$ cat config.mk
export PLATFORM = sky130hd
export DESIGN_NAME = bit_serializer
export DESIGN_NICKNAME = d
export VERILOG_FILES = /design/src/rtl/bit_serializer.sv
export SDC_FILE = /design/constraint.sdc
export NUM_CORES = 1
export LEC_CHECK = 0
export CAP_MARGIN = 20
export CORE_ASPECT_RATIO = 0.7
export CORE_MARGIN = 3
export CORE_UTILIZATION = 32
export DETAILED_ROUTE_END_ITERATION = 10
export PLACE_DENSITY_LB_ADDON = 0.05
export SLEW_MARGIN = 20
export SYNTH_ARGS = -nofsm -noshare
export SYNTH_HDL_FRONTEND = slang
export SYNTH_SLANG_ARGS = --single-unit
$ cat constraint.sdc
create_clock -name clk -period 1.79 [get_ports clk]
set_input_delay 0.358 -clock clk [delete_from_list [all_inputs] [get_ports clk]]
set_output_delay 0.358 -clock clk [all_outputs]
set_load 0.02 [all_outputs]
$ cat src/rtl/bit_serializer.sv
// Parallel-to-serial shifter with a one-word holding buffer for zero-bubble streaming.
// Ports: clk, reset_i (sync, active-low), data_i/valid_i/ready_o in, bit_o/bit_valid_o/last_o out.
module bit_serializer #(
  parameter int WIDTH     = 8,
  parameter bit MSB_FIRST = 1'b1
) (
  input  logic             clk,
  input  logic             reset_i,
  input  logic [WIDTH-1:0] data_i,
  input  logic             valid_i,
  output logic             ready_o,
  output logic             bit_o,
  output logic             bit_valid_o,
  output logic             last_o
);

  localparam int CW = (WIDTH > 2) ? $clog2(WIDTH) : 1;
  localparam logic [CW-1:0] LAST = CW'(WIDTH - 1);

  typedef enum logic {
    IDLE  = 1'b0,
    SHIFT = 1'b1
  } state_t;

  state_t           state;
  state_t           state_nxt;
  logic [CW-1:0]    cnt;
  logic [WIDTH-1:0] shreg;
  logic [WIDTH-1:0] shifted;
  logic [WIDTH-1:0] hold_data;
  logic             hold_full;
  logic             accept;
  logic             at_last;

  assign ready_o = reset_i & ~hold_full;
  assign accept  = valid_i & ready_o;
  assign at_last = (state == SHIFT) && (cnt == LAST);

  generate
    if (MSB_FIRST) begin : g_msb
      assign shifted = {shreg[WIDTH-2:0], 1'b0};
    end else begin : g_lsb
      assign shifted = {1'b0, shreg[WIDTH-1:1]};
    end
  endgenerate

  always_ff @(posedge clk) begin
    if (!reset_i) state <= IDLE;
    else          state <= state_nxt;
  end

  // Staying in SHIFT at the last bit needs either a buffered or a fresh word.
  always_comb begin
    state_nxt = state;
    unique case (state)
      IDLE:  if (accept) state_nxt = SHIFT;
      SHIFT: if (at_last && !hold_full && !accept) state_nxt = IDLE;
      default: state_nxt = IDLE;
    endcase
  end

  always_ff @(posedge clk) begin
    if (!reset_i) begin
      cnt       <= '0;
      shreg     <= '0;
      hold_data <= '0;
      hold_full <= 1'b0;
    end else begin
      unique case (state)
        IDLE: begin
          if (accept) begin
            shreg <= data_i;
            cnt   <= '0;
          end
        end
        SHIFT: begin
          if (cnt == LAST) begin
            cnt <= '0;
            // Buffered word is older than anything on data_i.
            if (hold_full) begin
              shreg     <= hold_data;
              hold_full <= 1'b0;
            end else if (accept) begin
              shreg <= data_i;
            end else begin
              shreg <= '0;
            end
          end else begin
            shreg <= shifted;
            cnt   <= cnt + CW'(1);
            if (accept) begin
              hold_data <= data_i;
              hold_full <= 1'b1;
            end
          end
        end
        default: begin
          cnt <= '0;
        end
      endcase
    end
  end

  // All outputs decode registered state only.
  always_comb begin
    bit_valid_o = (state == SHIFT);
    bit_o       = 1'b0;
    if (state == SHIFT) begin
      bit_o = MSB_FIRST ? shreg[WIDTH-1] : shreg[0];
    end
    last_o = at_last;
  end

endmodule

==> impl_results.md <==
- CP endpoint kind: output pin
- Slew Limit Headroom: 0.826
- Syn avg cell area: 8.87 um2
- Cell taking the most area after synthesis: dfxtp_1
- Worst Tran Pin Value: 261 ps
- Number of global-route vias before repair: 956
- DP Worst Slack: -187 ps
- Port bufs: 14
- Share of cells above drive strength 1: 0.170
- Cell variety after synth: 35
- Top-count cell post-synth: dfxtp_1
- Post-synth EDFFs: 0
- Clk pin slew, worst setup/hold paths: 80 ps
- Seq/Total Area, Yosys: 0.385
- Synth warnings: 0
- Root Buffer: clkbuf_8
- H-tree Lvls: 1
- CP arrival: 1320 ps
- Initial Utilization: 0.340
- Total grt overflow: 0
- Yosys top cell area share: 0.385
- Antenna diodes: 0
- WP data required: between 1000 and 1500 ps
- Vias/cell: 5.07
- Via count: ~950
- Area of the core: 0.00321 mm2
- CTS sink cnt: 21
- Sequential cell area: 420 um2
- Mapped Area: ~0.0011 mm2
- # Post-CTS Setup Buffers: 0
- Area growth syn-to-layout: 24.2%
- PwrDens: 744 mW/mm2
- Fin Clk Skew: 4.64 ps
- Final period utilization: 0.938
- CTS tree: yes
- # IOs: 15
- Max-cap violations: 0
- Largest cells by area after synthesis: dfxtp_1, nand3_1, a31oi_1
- Endpoints failing hold: 0
- Post-Synthesis Cells: 123
- Crit path kind: primary input to output pin
- Fin Hold WS: roughly 450 ps
- Routability cong.: 0.717
- DIE AREA: 0.00416 mm2
- Skew-Pair Late Insertion Delay: 270 ps
- VDD IR-drop max: between 0.0002 and 0.0003 V
- Status: finished clean
- Critical path launch point type: primary input
- Placed insts: 184
- Pleak: 0.494 nW
- CP max FO: 2
- Number of synthesized register bits: 21
- Final Max Slew Viols: 0
- Max Freq: 596 MHz
- CTS buffer count: 3
- Setup ws final: 111 ps
- Unrepaired setup endpoints after global routing: false
- Pin count of the biggest net entering global routing: 24
- Multi-input combinational cell area: 584 um2
- Num rows: 17
- Clk buf depth: 2
- Mapped Nets: 136
- Post-layout min period: 1680 ps
- Die Span X: 75.8 um
- First-pass GRT wire length: between 4000 and 5000 um
- Drt drc: 0
- Hpwl dp: 1900 um
- Hold buffers post-CTS: 0
- R2R setup slack: 160 ps
- Hold Crit Class: flop to flop
- Post-synth ARST share: 0
- Filler Cell Count: 331
- Antenna violations before repair: 0
- GRT Total Usage: 0.149
- WL final: 2680 um
- Top FF cell, synth: dfxtp_1
- Average wire per standard cell: 14.3 um
- Top cells by count, synth: dfxtp_1, nand3_1, nand2_1
- Nets: 155
- Pwr Total: roughly 1 mW
- ANT nets after route: 0
- Initial DRC Count: 27
- Final setup violation count: 0
- Final Instance Count excl. Fillers: between 150 and 200
- Vert. Die Dim: 54.9 um
- DR pass1 iterations: 4
[layer usage]
metal	routed length (um)	vias to the layer above	track usage
met2	1180	20	0.237
met4	19	0	0.0349
li1	-	489	-
met3	107	2	0.0385
met1	1370	442	0.201
met5	0	-	0
[path summary, 6_finish.rpt]
path	from	to	cells past startpoint
worst max-delay path	reset_i	ready_o	4
worst max register to register	cnt[0]$_SDFFE_PN0P_	hold_data[0]$_SDFFE_PN0P_	7
worst min register to register	hold_data[7]$_SDFFE_PN0P_	hold_data[7]$_SDFFE_PN0P_	2
worst min-delay path	hold_data[7]$_SDFFE_PN0P_	hold_data[7]$_SDFFE_PN0P_	2
[stage by stage]
stage	area (um2)	setup TNS, ps	utilization
2_1_floorplan	1090	0	-
3_3_place_gp	1310	-160	0.409
3_5_place_dp	1310	-187	0.409
4_1_cts	1360	0	0.424
5_1_grt	1360	0	0.422
6_report	1360	0	0.422
[kinds of logic after synthesis]
logic type      Yosys count  share of synthesized area
flops                    21                      0.385
fa+ha+maj                 2                     0.0229
simple gates             54                      0.313
buf+inv                  14                     0.0791
compound gates           30                      0.180
mux                       2                     0.0195
[worst max-delay path, cell delays in order]
cell,delay [ps]
clkdlybuf4s50_1,480
inv_1,50
nor2_1,90
dlygate4sd2_1,340
[report_power, final]
part           internal, mW  switching, mW  total, mW
combinational        0.0834         0.0890      0.172
clock                 0.157          0.171      0.329
sequential            0.490         0.0158      0.506
total                 0.731          0.276       1.01
[registers in the layout, indices dropped and copies added, names as in the netlist]
name,flops
bit_valid_o,1
hold_data,8
cnt,3
shreg,8
hold_full,1
[repair_timing]
item / 4_1_cts / 5_1_grt
pin swaps: 0 / 0
gates resized for setup: 5 / 1
gates cloned: 0 / 0
endpoints found under the setup margin: 3 / 1
[cells in the final DEF (no fill, tap or decap), types with 2 or more instances in the layout]
master	count
inv_1	2
clkdlybuf4s50_1	11
dfxtp_1	21
nand3_1	13
dlygate4sd2_1	2
clkbuf_8	3
buf_4	11
and4_1	6
nand3b_1	8
a31oi_2	2
a21oi_1	4
a31oi_1	10
nand2_1	12
nor2_1	2
and2_1	2
ha_1	2
o21ai_1	9
nand3_2	2
nand2b_1	2
[final cells by class]
class                   instances  share of cell area
clock buffers                   3              0.0305
clock inverters                 1             0.00554
inverters                       2             0.00554
multi-input cells              88               0.431
flip-flops and latches         21               0.310
well taps                      47              0.0434
repair buffers                 26               0.174
(Power assumes the default switching activity.)
